`src/rtl/frame_buffer_pkg.sv`:
```
// Shared types and helpers for the frame-buffer arbiter: FSM states, requester identity,
// frame sizing and the burst arbitration rule.
package frame_buffer_pkg;

  typedef enum logic [1:0] {
    ARB_IDLE,
    ARB_ISSUE,
    ARB_WAIT_DONE
  } arb_state_t;

  typedef enum logic {
    REQ_WRITE,
    REQ_READ
  } requester_t;

  function automatic int unsigned frame_words(input int unsigned w, input int unsigned h);
    return w * h;
  endfunction

  // Only meaningful when at least one request is active; urgency beats round-robin.
  function automatic requester_t pick_winner(input logic       wr_req,
                                             input logic       rd_req,
                                             input logic       rd_urgent,
                                             input requester_t last_served);
    if (rd_urgent && rd_req) return REQ_READ;
    if (wr_req && !rd_req) return REQ_WRITE;
    if (rd_req && !wr_req) return REQ_READ;
    return (last_served == REQ_READ) ? REQ_WRITE : REQ_READ;
  endfunction

endpackage

```
`src/rtl/burst_address_counter.sv`:
```
// Per-requester frame-buffer word address: advances one burst per completed burst, wraps at
// the frame size, and restarts at zero on the first grant after a start-of-frame pulse.
module burst_address_counter #(
  parameter int unsigned FRAME_WORDS = 307200,
  parameter int unsigned BURST_LEN   = 32,
  parameter int unsigned ADDR_WIDTH  = 21
) (
  input  logic                  clk,
  input  logic                  reset_n,
  input  logic                  advance,
  input  logic                  sof,
  input  logic                  take,
  output logic [ADDR_WIDTH-1:0] addr
);

  localparam logic [ADDR_WIDTH-1:0] FrameWordsA = ADDR_WIDTH'(FRAME_WORDS);
  localparam logic [ADDR_WIDTH-1:0] BurstLenA   = ADDR_WIDTH'(BURST_LEN);

  logic [ADDR_WIDTH-1:0] count_q, count_d, count_inc;
  logic                  pending_q, pending_d;

  always_comb begin
    count_inc = count_q + BurstLenA;
    count_d   = count_q;
    if (take && pending_q) begin
      count_d = '0;
    end else if (advance) begin
      count_d = (count_inc == FrameWordsA) ? '0 : count_inc;
    end

    // A pulse landing on the grant cycle belongs to the next burst, so it wins over the clear.
    pending_d = pending_q;
    if (sof) begin
      pending_d = 1'b1;
    end else if (take) begin
      pending_d = 1'b0;
    end
  end

  always_ff @(posedge clk or negedge reset_n) begin
    if (!reset_n) begin
      count_q   <= '0;
      pending_q <= 1'b0;
    end else begin
      count_q   <= count_d;
      pending_q <= pending_d;
    end
  end

  assign addr = pending_q ? '0 : count_q;

endmodule

```
`src/rtl/frame_buffer_arbiter.sv`:
```
// Shares the SDRAM controller command port between the frame writer and the LCD reader,
// granting whole bursts round-robin with a read-urgency override.
module frame_buffer_arbiter
  import frame_buffer_pkg::*;
#(
  parameter int unsigned FRAME_WIDTH  = 640,
  parameter int unsigned FRAME_HEIGHT = 480,
  parameter int unsigned BURST_LEN    = 32,
  parameter int unsigned ADDR_WIDTH   = 21
) (
  input  logic                  clk,
  input  logic                  reset_n,
  input  logic                  wr_req,
  input  logic                  wr_sof,
  output logic                  wr_grant,
  output logic                  wr_done,
  input  logic                  rd_req,
  input  logic                  rd_urgent,
  input  logic                  rd_sof,
  output logic                  rd_grant,
  output logic                  rd_done,
  input  logic                  mem_rdy,
  output logic                  mem_cmd_valid,
  output logic                  mem_cmd_write,
  output logic [ADDR_WIDTH-1:0] mem_cmd_addr,
  input  logic                  mem_cmd_ack,
  input  logic                  mem_burst_done,
  output logic                  busy
);

  localparam int unsigned FrameWords = frame_words(FRAME_WIDTH, FRAME_HEIGHT);

  arb_state_t            state_q, state_d;
  requester_t            winner_q, winner_d;
  requester_t            last_served_q, last_served_d;
  logic [ADDR_WIDTH-1:0] cmd_addr_q, cmd_addr_d;
  logic [ADDR_WIDTH-1:0] wr_addr, rd_addr;
  logic                  start, burst_end;
  logic                  wr_take, rd_take, wr_advance, rd_advance;

  always_comb begin
    state_d       = state_q;
    winner_d      = winner_q;
    last_served_d = last_served_q;
    cmd_addr_d    = cmd_addr_q;
    start         = 1'b0;
    burst_end     = 1'b0;
    unique case (state_q)
      ARB_IDLE: begin
        if (mem_rdy && (wr_req || rd_req)) begin
          start         = 1'b1;
          winner_d      = pick_winner(wr_req, rd_req, rd_urgent, last_served_q);
          last_served_d = winner_d;
          cmd_addr_d    = (winner_d == REQ_WRITE) ? wr_addr : rd_addr;
          state_d       = ARB_ISSUE;
        end
      end
      ARB_ISSUE: begin
        if (mem_cmd_ack) state_d = ARB_WAIT_DONE;
      end
      ARB_WAIT_DONE: begin
        // mem_rdy is deliberately ignored here: a started burst always runs to completion.
        if (mem_burst_done) begin
          burst_end = 1'b1;
          state_d   = ARB_IDLE;
        end
      end
      default: state_d = ARB_IDLE;
    endcase
  end

  always_ff @(posedge clk or negedge reset_n) begin
    if (!reset_n) begin
      state_q       <= ARB_IDLE;
      winner_q      <= REQ_WRITE;
      last_served_q <= REQ_READ;
      cmd_addr_q    <= '0;
    end else begin
      state_q       <= state_d;
      winner_q      <= winner_d;
      last_served_q <= last_served_d;
      cmd_addr_q    <= cmd_addr_d;
    end
  end

  assign wr_take    = start && (winner_d == REQ_WRITE);
  assign rd_take    = start && (winner_d == REQ_READ);
  assign wr_advance = burst_end && (winner_q == REQ_WRITE);
  assign rd_advance = burst_end && (winner_q == REQ_READ);

  burst_address_counter #(
    .FRAME_WORDS (FrameWords),
    .BURST_LEN   (BURST_LEN),
    .ADDR_WIDTH  (ADDR_WIDTH)
  ) u_wr_addr (
    .clk     (clk),
    .reset_n (reset_n),
    .advance (wr_advance),
    .sof     (wr_sof),
    .take    (wr_take),
    .addr    (wr_addr)
  );

  burst_address_counter #(
    .FRAME_WORDS (FrameWords),
    .BURST_LEN   (BURST_LEN),
    .ADDR_WIDTH  (ADDR_WIDTH)
  ) u_rd_addr (
    .clk     (clk),
    .reset_n (reset_n),
    .advance (rd_advance),
    .sof     (rd_sof),
    .take    (rd_take),
    .addr    (rd_addr)
  );

  assign busy          = (state_q != ARB_IDLE);
  assign mem_cmd_valid = (state_q == ARB_ISSUE);
  assign wr_grant      = busy && (winner_q == REQ_WRITE);
  assign rd_grant      = busy && (winner_q == REQ_READ);
  assign mem_cmd_write = wr_grant;
  assign mem_cmd_addr  = cmd_addr_q;
  // Done is visible in the completion cycle so a requester can drop its request before the
  // following idle cycle arbitrates.
  assign wr_done       = wr_advance;
  assign rd_done       = rd_advance;

endmodule

```
`config.mk`:
```
export PLATFORM = sky130hd
export DESIGN_NAME = frame_buffer_arbiter
export DESIGN_NICKNAME = d
export VERILOG_FILES = /design/src/rtl/frame_buffer_pkg.sv /design/src/rtl/burst_address_counter.sv /design/src/rtl/frame_buffer_arbiter.sv
export SDC_FILE = /design/constraint.sdc
export NUM_CORES = 1
export LEC_CHECK = 0
export CAP_MARGIN = 20
export CORE_MARGIN = 2
export CORE_UTILIZATION = 45
export CTS_CLUSTER_DIAMETER = 60
export CTS_CLUSTER_SIZE = 20
export DETAILED_ROUTE_END_ITERATION = 8
export GPL_TIMING_DRIVEN = 0
export PLACE_DENSITY = 0.7
export SLEW_MARGIN = 20
export SYNTH_ARGS = -nofsm -noshare
export SYNTH_HDL_FRONTEND = slang
export SYNTH_SLANG_ARGS = --single-unit
```
`constraint.sdc`:
```
create_clock -name clk -period 2.06 [get_ports clk]
set_clock_uncertainty 0.1 [all_clocks]
set_input_delay 0.206 -clock clk [delete_from_list [all_inputs] [get_ports clk]]
set_output_delay 0.206 -clock clk [all_outputs]
set_load 0.02 [all_outputs]
```
After elaboration in Yosys (flattened, before gate mapping)
Index checks and enable logic that the tools add are counted.

Register bits: 69. Latch bits: 0. Memory bits (writable): 0. ROM bits: 0. Input bits: 10. Memories kept: 0.

Add/subtract/negate cells: 2. $mul: 0. Divide/modulo/power cells: 0. Order comparisons: 0. Equal/unequal tests: 7. Shifts and indexed selects: 0. Muxes and demuxes: 44. Bitwise gates (word level): 2. Reductions and logical operators: 23.

Operator list (count): $mux W21 (9); $add A21 B6 Y21 const B (2); $eq A21 B19 Y1 const B (2); $mux W1 (31); $logic_and A1 B1 Y1 (12); $reduce_bool A2 Y1 (5); $mux W2 (3); $pmux W2 S3 (1); $ne A2 B2 Y1 const B (2); $reduce_and A3 Y1 (1); $eq A2 B1 Y1 const B (1); $eq A2 B2 Y1 const B (1); $logic_not A1 Y1 (2); $logic_not A2 Y1 (1); $ne A2 B1 Y1 const B (1); $not A1 Y1 (2); $reduce_and A2 Y1 (1); $logic_or A1 B1 Y1 (1).

Logic depth before layout (Yosys ltp)
Word-level depth: 22. Gate-level depth with buffers: 8. Mapped depth without buffers: 7.

Hierarchy
A second synthesis with hierarchy kept.

Cells, all modules: 468. Area total of the unflattened synthesis: 3937.5 µm².

Modules (own cells, without submodules): burst_address_counter at u_wr_addr (instances 1, cells each 165, area an instance 1356.3 µm², seq. area each 425.4 µm²); frame_buffer_arbiter (instances 1, cells each 150, area an instance 1332.5 µm², seq. area each 626.9 µm²); burst_address_counter at u_rd_addr (instances 1, cells each 153, area an instance 1248.7 µm², seq. area each 425.4 µm²).

Worst setup path after synthesis
OpenSTA, ideal clock, no wires.

Path kind: register -> register. Start: register u_wr_addr.count_q[15]. End: register u_wr_addr.count_q[13]. Setup time: 133 ps. Data arrival time: 1655 ps. Required time: 1827 ps. Setup slack: 172 ps. Stages on the path, launching flop included: 9. Buffers on the path: 2. Period minus slack after synthesis: 1888 ps. Cells stage by stage: dfrtp_1 > buf_4 > and3_1 > buf_6 > nand2_4 > nor4_4 > xor2_2 > a2111oi_4 > o21ai_1.

Word-level cells in the longest chain between the ends: 5.

Ends and longest elaborated chain: start, declared (RTL line burst_address_counter.sv:19) `logic [ADDR_WIDTH-1:0] count_q, count_d, count_inc;`; start signal, assigned (RTL line burst_address_counter.sv:45) `count_q <= count_d;`; $add A21 B6 Y21 (RTL line burst_address_counter.sv:23) `count_inc = count_q + BurstLenA;`; $eq A21 B19 Y1 (RTL line burst_address_counter.sv:28) `count_d = (count_inc == FrameWordsA) ? '0 : count_inc;`; $mux W21 (RTL line burst_address_counter.sv:28); $mux W21 (RTL line burst_address_counter.sv:27) `end else if (advance) begin`; $mux W21 (RTL line burst_address_counter.sv:25) `if (take && pending_q) begin`.

Every way passes these cells. The select of a mux whose other input is x is not followed. A chain may end at the register's enable or synchronous reset.

Final worst setup path
Start: register u_wr_addr.count_q[6]. End: register u_wr_addr.count_q[15].

Word-level cells in the longest chain between the ends: 5.

Ends and longest elaborated chain (RTL line): $add A21 B6 Y21 * (burst_address_counter.sv:23); $eq A21 B19 Y1 (burst_address_counter.sv:28); $mux W21 * (burst_address_counter.sv:28); $mux W21 * (burst_address_counter.sv:27); $mux W21 * (burst_address_counter.sv:25).

Every way passes the cells marked *; elsewhere a longest branch is shown, timed or not. The select of a mux whose other input is x is not followed.

==> impl_metrics.env <==
export IMPL_outcome="complete, no violations"
export IMPL_seqPwrFrac_pct=42.9
export IMPL_cts_root_buf="clkbuf_8"
export IMPL_avgSynthCellArea_sq_um=8.90
export IMPL_netlist_top_cells_area="dfrtp_1, o21ai_0, nand2_1, a31oi_1, nor2_1"
export IMPL_wl_mm=9.24
export IMPL_ys_seq_elements=55
export IMPL_fmax_mhz=498
export IMPL_startpoint_type="flop"
export IMPL_synth_ff_type="dfrtp_1"
export IMPL_clockBufferDepth=2
export IMPL_period_needed_ns=2.01
export IMPL_synth_top_area_share_pct=38.3
export IMPL_hold_viol=0
export IMPL_grt_max_degree=56
export IMPL_critPathKind="reg -> reg"
export IMPL_p_total_mw=2.95
export IMPL_power_density_mw_per_mm2=663
export IMPL_power_switching_mw=1.05
export IMPL_dieArea_sq_mm=0.00856
export IMPL_required_ns=2.15
export IMPL_yosys_warnings=0
export IMPL_synth_edf_count=0
export IMPL_setup_viol=0
export IMPL_fp_dieH_um=92.5
export IMPL_port_buffers=37
export IMPL_min_from="rd_req"
export IMPL_diodes=0
export IMPL_peakVddDrop_v=0.000473
export IMPL_initial_core_util_pct=46.1
export IMPL_p_leak_nw=1.87
export IMPL_clock_sinks=55
export IMPL_gp_congestion=0.845
export IMPL_ys_top_cells_by_count="dfrtp_1, o21ai_0, nand2_1"
export IMPL_grt_pass1_vias=3059
export IMPL_ys_seq_area_share_pct=39.1
export IMPL_ant_nets=0
export IMPL_rsz0062_at_grt="yes"
export IMPL_final_area_sq_mm=0.00444
export IMPL_io_pins=38
export IMPL_final_max_slew_viol_count=0
export IMPL_crit_chain="buf_4 > nand2_1 > and4b_1 > a41oi_1 > o32a_1 > a2111oi_4 > o21ai_1"
export IMPL_synthArstFlopShare_pct=100
export IMPL_row_count=32
export IMPL_end_kind="flop"
export IMPL_maxCapViolCount=0
export IMPL_yosysMostFrequentCell="dfrtp_1"
export IMPL_wl_per_cell_um=16.4
export IMPL_gr_total_overflow=0
export IMPL_synthCells=396
export IMPL_netlist_area_sq_mm=0.00352
export IMPL_synth_nets=408
export IMPL_fin_nets=471
export IMPL_area_growth_pct=26.1
export IMPL_htree_levels=2
export IMPL_pre_cts_ws_ns=-0.625
export IMPL_clk_latency_ns=0.31
export IMPL_coreArea_sq_mm=0.00765
export IMPL_p_sw_share_pct=35.6
export IMPL_post_route_period_util_pct=97.5
export IMPL_dr_total_vias=3278
export IMPL_drtIter0Drc=244
export IMPL_clk_pin_slew_ns=0.10
export IMPL_cts_made_buffers=5
export IMPL_drcViolationCount=0
export IMPL_antenna_found_initial=0
export IMPL_crit_start="u_wr_addr.count_q[6]"
export IMPL_final_cells=562
export IMPL_cts_tree="yes"
export IMPL_synth_cell_type_count=64
export IMPL_dr_pass1_iters=5
export IMPL_timing_rr_start="u_wr_addr.count_q[6]"
export IMPL_routed_via_density=5.83
export IMPL_p_int_mw=1.90
export IMPL_clock_power_share_pct=22.5
export IMPL_max_slew_margin_pct=52.4
export IMPL_crit_path_top_delay_cell="dfrtp_1"
export IMPL_worstPathArrival_ns=2.09
export IMPL_place_area_sq_mm=0.00402
export IMPL_synth_top_area_cell="dfrtp_1"
export IMPL_dp_cells=535
export IMPL_fp_dieW_um=92.5
export IMPL_tightest_slew_ns=0.715
export IMPL_hold_slack_ns=0.358
export IMPL_grt_pass1_wl_mm=15.2
export IMPL_max_stage_delay_ns=0.39
export IMPL_power_frac_comb_pct=34.6
export IMPL_grt_usage_pct=22.1
export IMPL_dp_hpwl_mm=6.27
export IMPL_crit_fanout=9
export IMPL_worst_slack_ns=0.0519
export IMPL_drive_above_1_share_pct=23.7
export IMPL_hp_class="in -> reg"
-- area by class of cell --
class	count	area, sq um
Multi-Input combinational cell	288	1980
Tap cell	102	128
Sequential cell	55	1390
Fill cell	673	3200
Inverter	14	55.1
Buffer	38	269
Clock buffer	8	100
Timing Repair Buffer	57	528
-- power groups by stage --
| stage | Clock, mW | Combinational [mW] | Sequential [mW] |
|---|---|---|---|
| 2_1_floorplan | 0 | 0.548 | 1.25 |
| 3_3_place_gp | 0 | 0.826 | 1.26 |
| 3_5_place_dp | 0 | 0.838 | 1.27 |
| 4_1_cts | 0.681 | 0.876 | 1.25 |
| 5_1_grt | 0.730 | 1.11 | 1.28 |
| 6_report | 0.663 | 1.02 | 1.26 |
-- cells by family after synthesis --
| kind of cell | Yosys count | synth area share (%) |
|---|---|---|
| buf+inv | 53 | 7.67 |
| fa+ha+maj | 2 | 0.710 |
| mux | 3 | 0.852 |
| simple gates | 148 | 26.0 |
| xor+xnor | 12 | 3.19 |
| compound gates | 123 | 22.5 |
| flops | 55 | 39.1 |
-- final timing paths --
path	end	slack, ns	depth (start not counted)
setup / recovery	u_wr_addr.count_q[15]	0.05	7
max in group asynchronous	u_rd_addr.count_q[16]	0.95	2
hold reg to reg	mem_cmd_addr[7]	0.39	2
setup reg to reg	u_wr_addr.count_q[15]	0.05	7
hold / removal	u_wr_addr.pending_q	0.36	4
min in group asynchronous	state_q[1]	0.40	2
-- cells in the final DEF, fill, tap and decap left out, types with 3 or more instances in the layout --
master,netlist,routed
and3_1,6,4
a21oi_1,18,17
nor4_1,3,3
clkbuf_2,0,4
nand2b_1,6,6
inv_1,13,13
a22o_1,4,4
nand2_1,36,36
nor2_1,26,23
o31ai_1,3,3
dfrtp_2,0,7
nor3_4,2,3
nor3_1,10,8
a31oi_1,16,16
nand3_4,3,3
o21ai_1,9,8
clkdlybuf4s50_1,0,33
buf_6,2,7
clkbuf_8,0,7
xnor2_1,5,5
nand3_1,11,11
dfrtp_1,54,47
xor2_1,6,6
clkbuf_1,14,11
nand4_1,8,8
o21ai_0,49,49
buf_4,11,34
a222oi_1,6,6
a32oi_1,4,4
mux2i_1,3,3
nor3_2,4,5
nor3b_1,9,9
-- registers in the layout (all words and copies together), names as in the netlist --
register	flops
u_rd_addr.pending_q	1
u_wr_addr.pending_q	1
u_wr_addr.count_q	16
winner_q	1
u_rd_addr.count_q	16
state_q	2
last_served_q	1
mem_cmd_addr	17
-- worst max-delay path: cells and delay by family (launching register included) --
kind | cells | cell delay, ns
buffers and inverters | 1 | 0.18
AND/OR/NAND/NOR | 2 | 0.32
AO/OA/AOI/OAI | 4 | 0.89
flip-flops | 1 | 0.39
-- timing repair --
item	4_1_cts	5_1_grt
gates resized for setup	13	60
setup buffers	3	16
setup endpoints to repair	23	27
gates cloned	0	0
hold buffers	1	0
pin swaps	1	13
endpoints found under the hold margin	54	0
-- routing by layer --
layer  global-route usage [%]  vias up  wire (um)
met1                     30.0     1607       4010
met4                     5.60        0        107
met5                        0        -          0
met2                     36.7       97       4670
met3                     3.91       14        446
li1                         -     1560          -
-- metrics by stage --
stage,setup TNS [ns],util [%]
4_1_cts,0,54.5
2_1_floorplan,0,-
3_5_place_dp,-8.46,52.6
6_report,0,58.1
3_3_place_gp,-68.10,52.6
5_1_grt,-0.381,58.1
Note: power is estimated with default switching activity, not from simulation.
